--- src/rtl/uart_hex_dumper.sv ---
// uart_hex_dumper: byte stream to UART hex dump.
// Incoming bytes are stored in a FIFO. Each stored byte is sent as two lowercase
// ASCII hex digits followed by a space. A CR LF pair follows instead of the space
// after BYTES_PER_LINE bytes or after a byte marked last. The UART format is 8N1.
module uart_hex_dumper #(
  parameter int CLK_HZ         = 100000000,
  parameter int BAUD           = 115200,
  parameter int ADDR_W         = 6,
  parameter int BYTES_PER_LINE = 16
) (
  input  logic              clk,
  input  logic              reset_n,
  input  logic              in_valid,
  input  logic [7:0]        in_data,
  input  logic              in_last,
  input  logic              clr_overflow,
  output logic              uart_tx,
  output logic              busy,
  output logic              overflow,
  output logic [ADDR_W:0]   level
);

  localparam int CLKS_PER_BIT = CLK_HZ / BAUD;
  localparam int DEPTH        = 2 ** ADDR_W;
  localparam int CNT_W        = $clog2(CLKS_PER_BIT);

  typedef enum logic [2:0] {S_IDLE, S_HI, S_LO, S_SP, S_CR, S_LF} state_t;

  // FIFO storage and pointers; pointers carry one extra wrap bit
  logic [8:0]      r_mem [DEPTH];
  logic [ADDR_W:0] r_wr_ptr, r_rd_ptr;
  logic            w_empty, w_full, w_push, w_drop;

  // Drain FSM
  state_t          r_state, w_next_state;
  logic [7:0]      r_byte;
  logic            r_last;
  logic [7:0]      r_line_cnt;
  logic            w_eol;
  logic            w_pop, w_ser_load;
  logic [7:0]      w_ser_data;

  // Serializer
  logic            r_ser_busy;
  logic            r_tx;
  logic [8:0]      r_shift;
  logic [3:0]      r_bit_idx;
  logic [CNT_W-1:0] r_clk_cnt;
  logic            w_ser_done;

  function automatic logic [7:0] hex_char(input logic [3:0] nib);
    return (nib < 4'd10) ? (8'h30 + {4'h0, nib}) : (8'h57 + {4'h0, nib});
  endfunction

  assign w_empty = (r_wr_ptr == r_rd_ptr);
  assign w_full  = (r_wr_ptr[ADDR_W] != r_rd_ptr[ADDR_W]) &&
                   (r_wr_ptr[ADDR_W-1:0] == r_rd_ptr[ADDR_W-1:0]);
  // Fullness is taken before this cycle's pop, so a write into a full FIFO is dropped
  // even when a pop happens on the same edge.
  assign w_push  = in_valid & ~w_full;
  assign w_drop  = in_valid & w_full;
  assign level   = r_wr_ptr - r_rd_ptr;

  assign w_eol      = r_last | (r_line_cnt == 8'(BYTES_PER_LINE - 1));
  assign w_ser_done = r_ser_busy && (r_bit_idx == 4'd9) &&
                      (r_clk_cnt == CNT_W'(CLKS_PER_BIT - 1));

  assign uart_tx = r_tx;
  assign busy    = ~w_empty | (r_state != S_IDLE) | r_ser_busy;

  // Write the FIFO payload
  // NOTE: the storage array has no reset. Only the pointers decide which entries are valid.
  always_ff @(posedge clk) begin
    if (w_push) r_mem[r_wr_ptr[ADDR_W-1:0]] <= {in_last, in_data};
  end

  // Advance the FIFO pointers on push and pop
  // NOTE: sequential state always uses non-blocking assignments, so every flop samples pre-edge values.
  always_ff @(posedge clk or negedge reset_n) begin
    if (!reset_n) begin
      r_wr_ptr <= '0;
      r_rd_ptr <= '0;
    end else begin
      if (w_push) r_wr_ptr <= r_wr_ptr + 1'b1;
      if (w_pop)  r_rd_ptr <= r_rd_ptr + 1'b1;
    end
  end

  // Sticky overflow flag. Setting it takes priority over clearing it.
  always_ff @(posedge clk or negedge reset_n) begin
    if (!reset_n)          overflow <= 1'b0;
    else if (w_drop)       overflow <= 1'b1;
    else if (clr_overflow) overflow <= 1'b0;
  end

  // FSM state register
  always_ff @(posedge clk or negedge reset_n) begin
    if (!reset_n) r_state <= S_IDLE;
    else          r_state <= w_next_state;
  end

  // FSM next-state logic. Each character state advances on serializer done.
  // NOTE: every signal driven here gets a default first, so no latch is inferred.
  always_comb begin
    w_next_state = r_state;
    case (r_state)
      S_IDLE: if (!w_empty)  w_next_state = S_HI;
      S_HI:   if (w_ser_done) w_next_state = S_LO;
      S_LO:   if (w_ser_done) w_next_state = w_eol ? S_CR : S_SP;
      S_SP:   if (w_ser_done) w_next_state = S_IDLE;
      S_CR:   if (w_ser_done) w_next_state = S_LF;
      S_LF:   if (w_ser_done) w_next_state = S_IDLE;
      default:               w_next_state = S_IDLE;
    endcase
  end

  // FSM outputs: pop from IDLE, load the idle serializer with this state's character
  always_comb begin
    w_pop      = (r_state == S_IDLE) & ~w_empty;
    w_ser_load = (r_state != S_IDLE) & ~r_ser_busy;
    w_ser_data = 8'h20;
    case (r_state)
      S_HI:    w_ser_data = hex_char(r_byte[7:4]);
      S_LO:    w_ser_data = hex_char(r_byte[3:0]);
      S_CR:    w_ser_data = 8'h0D;
      S_LF:    w_ser_data = 8'h0A;
      default: w_ser_data = 8'h20;
    endcase
  end

  // Latch the popped entry and keep the per-line byte count
  always_ff @(posedge clk or negedge reset_n) begin
    if (!reset_n) begin
      r_byte     <= '0;
      r_last     <= 1'b0;
      r_line_cnt <= '0;
    end else begin
      if (w_pop) {r_last, r_byte} <= r_mem[r_rd_ptr[ADDR_W-1:0]];
      if (r_state == S_LO && w_ser_done)
        r_line_cnt <= w_eol ? 8'd0 : r_line_cnt + 8'd1;
    end
  end

  // 8N1 serializer: start bit, 8 data bits LSB first, stop bit, CLKS_PER_BIT clocks each
  always_ff @(posedge clk or negedge reset_n) begin
    if (!reset_n) begin
      r_ser_busy <= 1'b0;
      r_tx       <= 1'b1;
      r_shift    <= '1;
      r_bit_idx  <= '0;
      r_clk_cnt  <= '0;
    end else if (!r_ser_busy) begin
      if (w_ser_load) begin
        r_ser_busy <= 1'b1;
        r_tx       <= 1'b0;
        r_shift    <= {1'b1, w_ser_data};
        r_bit_idx  <= '0;
        r_clk_cnt  <= '0;
      end
    end else if (r_clk_cnt == CNT_W'(CLKS_PER_BIT - 1)) begin
      r_clk_cnt <= '0;
      if (r_bit_idx == 4'd9) begin
        r_ser_busy <= 1'b0;
      end else begin
        r_tx      <= r_shift[0];
        r_shift   <= {1'b1, r_shift[8:1]};
        r_bit_idx <= r_bit_idx + 4'd1;
      end
    end else begin
      r_clk_cnt <= r_clk_cnt + CNT_W'(1);
    end
  end

endmodule
--- config.mk ---
export PLATFORM = sky130hd
export DESIGN_NAME = uart_hex_dumper
export DESIGN_NICKNAME = d
export VERILOG_FILES = /design/src/rtl/uart_hex_dumper.sv
export SDC_FILE = /design/constraint.sdc
export NUM_CORES = 1
export LEC_CHECK = 0
export CAP_MARGIN = 10
export CORE_ASPECT_RATIO = 1.4
export CORE_MARGIN = 3
export CORE_UTILIZATION = 50
export DETAILED_ROUTE_END_ITERATION = 7
export PLACE_DENSITY_LB_ADDON = 0.15
export SETUP_SLACK_MARGIN = 0.3
export SLEW_MARGIN = 0
export SYNTH_ARGS = -nofsm -noshare
export SYNTH_HDL_FRONTEND = slang
export SYNTH_SLANG_ARGS = --single-unit
export TNS_END_PERCENT = 30
--- constraint.sdc ---
create_clock -name clk -period 7.85 [get_ports clk]
set_input_delay 1.57 -clock clk [delete_from_list [all_inputs] [get_ports clk]]
set_output_delay 1.57 -clock clk [all_outputs]
set_load 0.005 [all_outputs]
==> results of run 1 <==
-- flip-flops by register name (all words and copies together) (netlist names) --
name and cells:
r_wr_ptr 7, r_byte 8, r_line_cnt 8, r_state 3, r_shift 8, r_rd_ptr 7, r_ser_busy 1, r_clk_cnt 10
uart_tx 1, r_last 1, r_bit_idx 4, overflow 1, r_mem 576
-- area by class of cell --
cell class | instances | area share (%)
Sequential cell | 635 | 66.3
Timing Repair Buffer | 50 | 1.34
Clock inverter | 37 | 1.22
Tap cell | 643 | 2.84
Clock buffer | 74 | 5.48
Multi-Input combinational cell | 757 | 22.5
Inverter | 23 | 0.304
-- stage by stage --
step	worst slack (ps)	cell area, um2	hold WS, ps	power, uW	utilization [%]
after floorplan	4080	25700	451	4200	-
after global placement	3180	26500	470	4490	52.4
after detailed placement	3130	26500	477	4500	52.4
after CTS	2670	28400	487	7300	56.2
after global routing	2440	28400	509	7470	56.2
final	2650	28400	480	7240	56.2
-- kinds of logic after synthesis --
kind of cell	count (synthesis)	share of synthesized area [%]
buf+inv	96	2.07
mux	220	12.4
xor+xnor	19	0.647
fa+ha+maj	15	0.759
compound gates	219	5.91
simple gates	284	5.11
flops	635	73.1
-- cells in the final DEF, fill, tap and decap left out, types with 6 or more instances in the layout --
master,n
edfxtp_1,576
mux2i_1,132
nor2_1,103
nand2_1,78
mux4_2,78
clkbuf_16,60
a22oi_1,55
o21ai_0,52
nand3_1,47
dfrtp_1,47
buf_4,28
a21oi_1,26
inv_1,20
clkinv_2,16
xnor2_1,15
ha_1,14
clkbuf_1,14
clkinv_1,13
o22ai_1,12
clkdlybuf4s50_1,12
and3_1,10
mux2_2,10
buf_2,10
nor2b_1,9
a211oi_1,9
dfstp_2,9
nand2b_1,7
o31ai_1,7
a31oi_1,6
nand4_1,6
a22o_1,6
o32a_1,6
bufinv_16,6
-- cells in the mapped netlist, types with 10 or more instances --
cell type	count
clkbuf_1	32
nand2_1	78
inv_1	20
mux4_2	78
nand3_1	47
mux2i_1	132
edfxtp_1	576
dfrtp_1	50
buf_2	14
mux2_2	10
and3_1	10
xnor2_1	15
o21ai_0	52
ha_1	14
a22oi_1	55
nor2_1	103
buf_6	13
o22ai_1	12
a21oi_1	26
-- path summary, 6_finish.rpt --
path	start	endpoint	slack, ps	depth (start not counted)
worst max-delay path	r_rd_ptr[4]	busy	2650	7
worst min-delay path	r_shift[5]	r_shift[5]	480	2
worst max register to register	r_rd_ptr[4]	r_mem[63][1]	3260	7
worst min register to register	r_shift[5]	r_shift[5]	480	2
max in group asynchronous	reset_n	r_rd_ptr[0]	6100	2
min in group asynchronous	reset_n	r_line_cnt[7]	1130	2
-- power by group through the flow --
| stage | Sequential [uW] | Combinational, uW | Clock (uW) |
|---|---|---|---|
| floorplan | 3910 | 291 | 0 |
| global placement | 3950 | 538 | 0 |
| detailed placement | 3960 | 543 | 0 |
| CTS | 3880 | 546 | 2870 |
| global route | 3890 | 582 | 3000 |
| finish | 3890 | 536 | 2820 |
-- critical path: stages, from the launching register on --
cell and delay [ps]:
dfrtp_1 980, inv_1 380, ha_1 460, nand2_1 120
nor4b_1 340, buf_4 220, nand2_1 70, clkdlybuf4s50_1 440
-- per-layer routing --
layer | global-route usage [%] | part of all wire (%) | vias up
li1 | - | - | 6016
met1 | 28.3 | 39 | 7017
met2 | 39.8 | 53 | 373
met3 | 2.99 | 4.6 | 97
met4 | 7.38 | 3.3 | 0
met5 | 0 | 0 | -
==> impl_metrics.env, run 1 <==
export IMPL_cts_clk_slew_worst_paths_ps=60
export IMPL_clockPowerShare_pct=38.9
export IMPL_worstPathArrival_ps=3630
export IMPL_nFillCells=3932
export IMPL_core_area_um2=50500
export IMPL_cts_buffers=59
export IMPL_slew_violations=0
export IMPL_avgViaCountPerCell=6.09
export IMPL_min_period_ps=5200
export IMPL_rsz0062_at_grt="false"
export IMPL_setup_viol=0
export IMPL_synth_seq_area_share_pct=73.1
export IMPL_p_int_uw=5600
export IMPL_share_seq_of_total_power_pct=53.7
export IMPL_die_y_um=274
export IMPL_register_area_um2=18800
export IMPL_netlist_top_cells_area="edfxtp_1 (67%), mux4_2 (6.8%), mux2i_1 (5.1%), dfrtp_1 (4.9%), a22oi_1 (1.6%)"
export IMPL_tightest_slew_ps=1050
export IMPL_grt_antenna_before_repair=0
export IMPL_ys_types=71
export IMPL_drtIter0Drc=1055
export IMPL_ys_flop_type="edfxtp_1"
export IMPL_floorplan_initialDensity_pct=50.9
export IMPL_drtPass1Iterations=5
export IMPL_grt_pass1_vias=13900
export IMPL_cts_tree="done"
export IMPL_area_delta_synth_final_pct=10.3
export IMPL_crit_fanout=22
export IMPL_yosysWarnings=0
export IMPL_relSlewSlack_pct=29.6
export IMPL_maxCapViolations=0
export IMPL_post_cts_buffers=0
export IMPL_synth_fp_nets=1516
export IMPL_async_reset_ff_share_pct=9.29
export IMPL_io_pin_count=23
export IMPL_startpoint_type="flip-flop"
export IMPL_hpwlAfterDp_um=36500
export IMPL_synthCells=1488
export IMPL_crit_path_end_kind="output port"
export IMPL_grt_overflow_total=0
export IMPL_dpl_cell_count=2108
export IMPL_fin_cells=2219
export IMPL_clock_sinks=635
export IMPL_portBuffers=22
export IMPL_grt_usage_pct=22.3
export IMPL_multi_input_comb_area_um2=6390
export IMPL_tns_ps=0
export IMPL_outcome="finished, final reports clean"
export IMPL_hp_class="reg2reg"
export IMPL_critical_path_class="reg2out"
export IMPL_antenna_left=0
export IMPL_cts_hold_buf=0
export IMPL_clockBufferDepth=3
export IMPL_p_sw_uw=1640
export IMPL_vias=13500
export IMPL_cp_data_required_time_ps=6280
export IMPL_row_count=97
export IMPL_nets=1554
export IMPL_globalplace_congestion=0.856
export IMPL_worst_clock_skew_ps=14.0
export IMPL_wire_per_inst_um=26.8
export IMPL_cts_resized=0
export IMPL_fp_dieArea_um2=54200
export IMPL_finalHoldViolCount=0
export IMPL_synth_top_area_share_pct=67.3
export IMPL_fmax_mhz=192
export IMPL_synth_edf_count=576
export IMPL_clk_latency_ps=620
export IMPL_grt_first_pass_wirelength_um=88900
export IMPL_yosysTopAreaCell="edfxtp_1"
export IMPL_p_leak_uw=0.00995
export IMPL_ir_worst_vdd_mv=0.177
export IMPL_syn_avg_cell_area_um2=17.3
export IMPL_post_route_period_util_pct=66.3
export IMPL_yosys_register_bits=635
export IMPL_power_density_nw_per_um2=255
export IMPL_diodes=0
export IMPL_htree_levels=2
export IMPL_root_buffer="clkbuf_16"
export IMPL_grt_max_degree=65
export IMPL_switching_share_pct=22.6
export IMPL_drive_above_1_share_pct=15.0
export IMPL_wl_um=59500
export IMPL_syn_cell_area_um2=25700
export IMPL_p_comb_share_pct=7.4
export IMPL_die_w_um=198
export IMPL_drc=0
Note: power is estimated with default switching activity, not from simulation.
==> run 2, diff against run 1 <==
Clock period 7.85 ns to 4.3 ns, I/O delays scaled along.
==> run 2 against run 1 <==
Effect of this change:
- non-clock buffer count grew 68
- utilization increased by 0.89 points
- flip-flop and latch count unchanged
- critical path depth up 2
- sequential power grew 81%
- sequential share of layout area down 1.0 points
- register-to-register slack worse by 2400 ps
- critical endpoint is now level[6]
- largest power group unchanged
- highest routed layer unchanged
==> impl_metrics.env, run 2 (synthesis results as in run 1) <==
export IMPL_hpwlAfterDp_um=39300
export IMPL_r2r_start="r_rd_ptr[5]"
export IMPL_fp_dieArea_um2=54200
export IMPL_reg2reg_to="r_mem[47][1]"
export IMPL_crit_fanout=25
export IMPL_vias=13700
export IMPL_critical_path_class="reg2out"
export IMPL_post_route_period_util_pct=91.2
export IMPL_finalHoldViolCount=0
export IMPL_min_period_ps=3920
export IMPL_power_density_nw_per_um2=452
export IMPL_crit_path_end_kind="output port"
export IMPL_relSlewSlack_pct=22.1
export IMPL_worstPathArrival_ps=3060
export IMPL_share_seq_of_total_power_pct=54.2
export IMPL_clk_latency_ps=630
export IMPL_worst_clock_skew_ps=33.2
export IMPL_portBuffers=22
export IMPL_diodes=0
export IMPL_cts_clk_slew_worst_paths_ps=60
export IMPL_die_y_um=274
export IMPL_cts_buffers=60
export IMPL_floorplan_initialDensity_pct=50.9
export IMPL_drive_above_1_share_pct=18.5
export IMPL_cp_slowest_cell="clkdlybuf4s50_1"
export IMPL_root_buffer="clkbuf_16"
export IMPL_setup_viol=0
export IMPL_rsz0062_at_grt="true"
export IMPL_p_int_uw=10000
export IMPL_cts_resized=0
export IMPL_drc=0
export IMPL_grt_first_pass_wirelength_um=90800
export IMPL_cp_cell_sequence="buf_4, fa_1, inv_1, a21o_1, a21oi_1, o21bai_1, a21oi_1, xnor2_1, clkdlybuf4s50_1"
export IMPL_ir_worst_vdd_mv=0.405
export IMPL_slew_violations=0
export IMPL_p_leak_uw=0.0103
export IMPL_io_pin_count=23
export IMPL_globalplace_congestion=0.866
export IMPL_wire_per_inst_um=26.6
export IMPL_core_area_um2=50500
export IMPL_largest_reg_flops=576
export IMPL_cts_tree="done"
export IMPL_p_sw_uw=2990
export IMPL_maxCapViolations=0
export IMPL_r2r_slack_ps=900
export IMPL_area_delta_synth_final_pct=12.1
export IMPL_p_comb_share_pct=8.2
export IMPL_switching_share_pct=22.9
export IMPL_cp_data_required_time_ps=3440
export IMPL_mostFrequentLayoutCells="edfxtp_1 (576), mux2i_1 (132), nor2_1 (103), buf_4 (94)"
export IMPL_final_common_cell="edfxtp_1"
export IMPL_outcome="finished, final reports clean"
export IMPL_clock_sinks=635
export IMPL_post_cts_buffers=0
export IMPL_crit_top_cell="a21oi_1"
export IMPL_grt_overflow_total=0
export IMPL_cts_hold_buf=0
export IMPL_hp_class="in2async"
export IMPL_grt_usage_pct=22.8
export IMPL_nets=1623
export IMPL_grt_max_degree=113
export IMPL_avgViaCountPerCell=6.01
export IMPL_clockPowerShare_pct=37.6
export IMPL_grt_pass1_vias=14100
export IMPL_antenna_left=0
export IMPL_startpoint_type="flip-flop"
export IMPL_row_count=97
export IMPL_rr_worst_depth=7
export IMPL_drtIter0Drc=882
export IMPL_tightest_slew_ps=1160
export IMPL_fmax_mhz=255
export IMPL_final_util_pct=57.1
export IMPL_die_w_um=198
export IMPL_tns_ps=0
export IMPL_drtPass1Iterations=5
export IMPL_htree_levels=2
export IMPL_wl_um=60900
export IMPL_clockBufferDepth=3
export IMPL_max_stage_delay_ps=540
export IMPL_grt_antenna_before_repair=0
==> run 2: cell types whose count changed in the layout (fill, tap and decap cells not counted), sizes merged <==
| cell | delta |
|---|---|
| clkinv | -4 |
| clkbuf | +3 |
| inv | +2 |
| buf | +68 |
| clkinvlp | +4 |
| bufinv | -5 |
==> run 2: worst max path at each step <==
stage                     start      endpoint  slack, ps  cells after the start
floorplan           r_rd_ptr[2]      level[6]       1240                     11
global placement       in_valid  r_mem[15][5]        920                      5
detailed placement     in_valid  r_mem[15][8]        890                      5
CTS                 r_wr_ptr[0]      level[6]        320                     10
global route        r_rd_ptr[1]      level[6]        270                      9
finish              r_rd_ptr[1]      level[6]        380                      9
==> run 2: cell type report <==
type                            instances  area (um2)
Inverter                               23        90.1
Timing Repair Buffer                  118         916
Clock inverter                         34         213
Tap cell                              643         805
Multi-Input combinational cell        757        6390
Sequential cell                       635       18800
Fill cell                            3943       21700
Clock buffer                           77        1600
==> run 2: through the flow <==
stage	std cells	cell area, um2	power [uW]	hold slack (ps)	setup slack, ps
finish	2287	28800	13000	318	380
global route	2287	28800	13500	345	274
CTS	2287	28800	13100	316	319
detailed placement	2176	27000	8270	474	889
floorplan	1488	25700	7670	451	1240
global placement	2176	27000	8250	470	922
==> run 2: power by group through the flow <==
stage	clock (uW)	combinational, uW	sequential, uW
floorplan	0	532	7140
global placement	0	1070	7180
detailed placement	0	1080	7190
CTS	5000	1080	7060
global route	5250	1150	7080
finish	4900	1070	7060
==> run 2: layer usage <==
layer	routed length (um)	vias up	GRT usage (%)
met4	1940	0	7.29
met5	0	-	0
met1	23200	7117	27.8
met3	2720	100	3.15
met2	33000	380	42.1
li1	-	6148	-
==> run 2: worst max-delay path: cells and delay by family (launching register included) <==
kind,cells,cell delay (ps)
xor gates and xnor gates,1,150
buffers and inverters,3,990
adders and majority gates,1,300
AOI/OAI and AO/OA,4,610
DFF,1,390
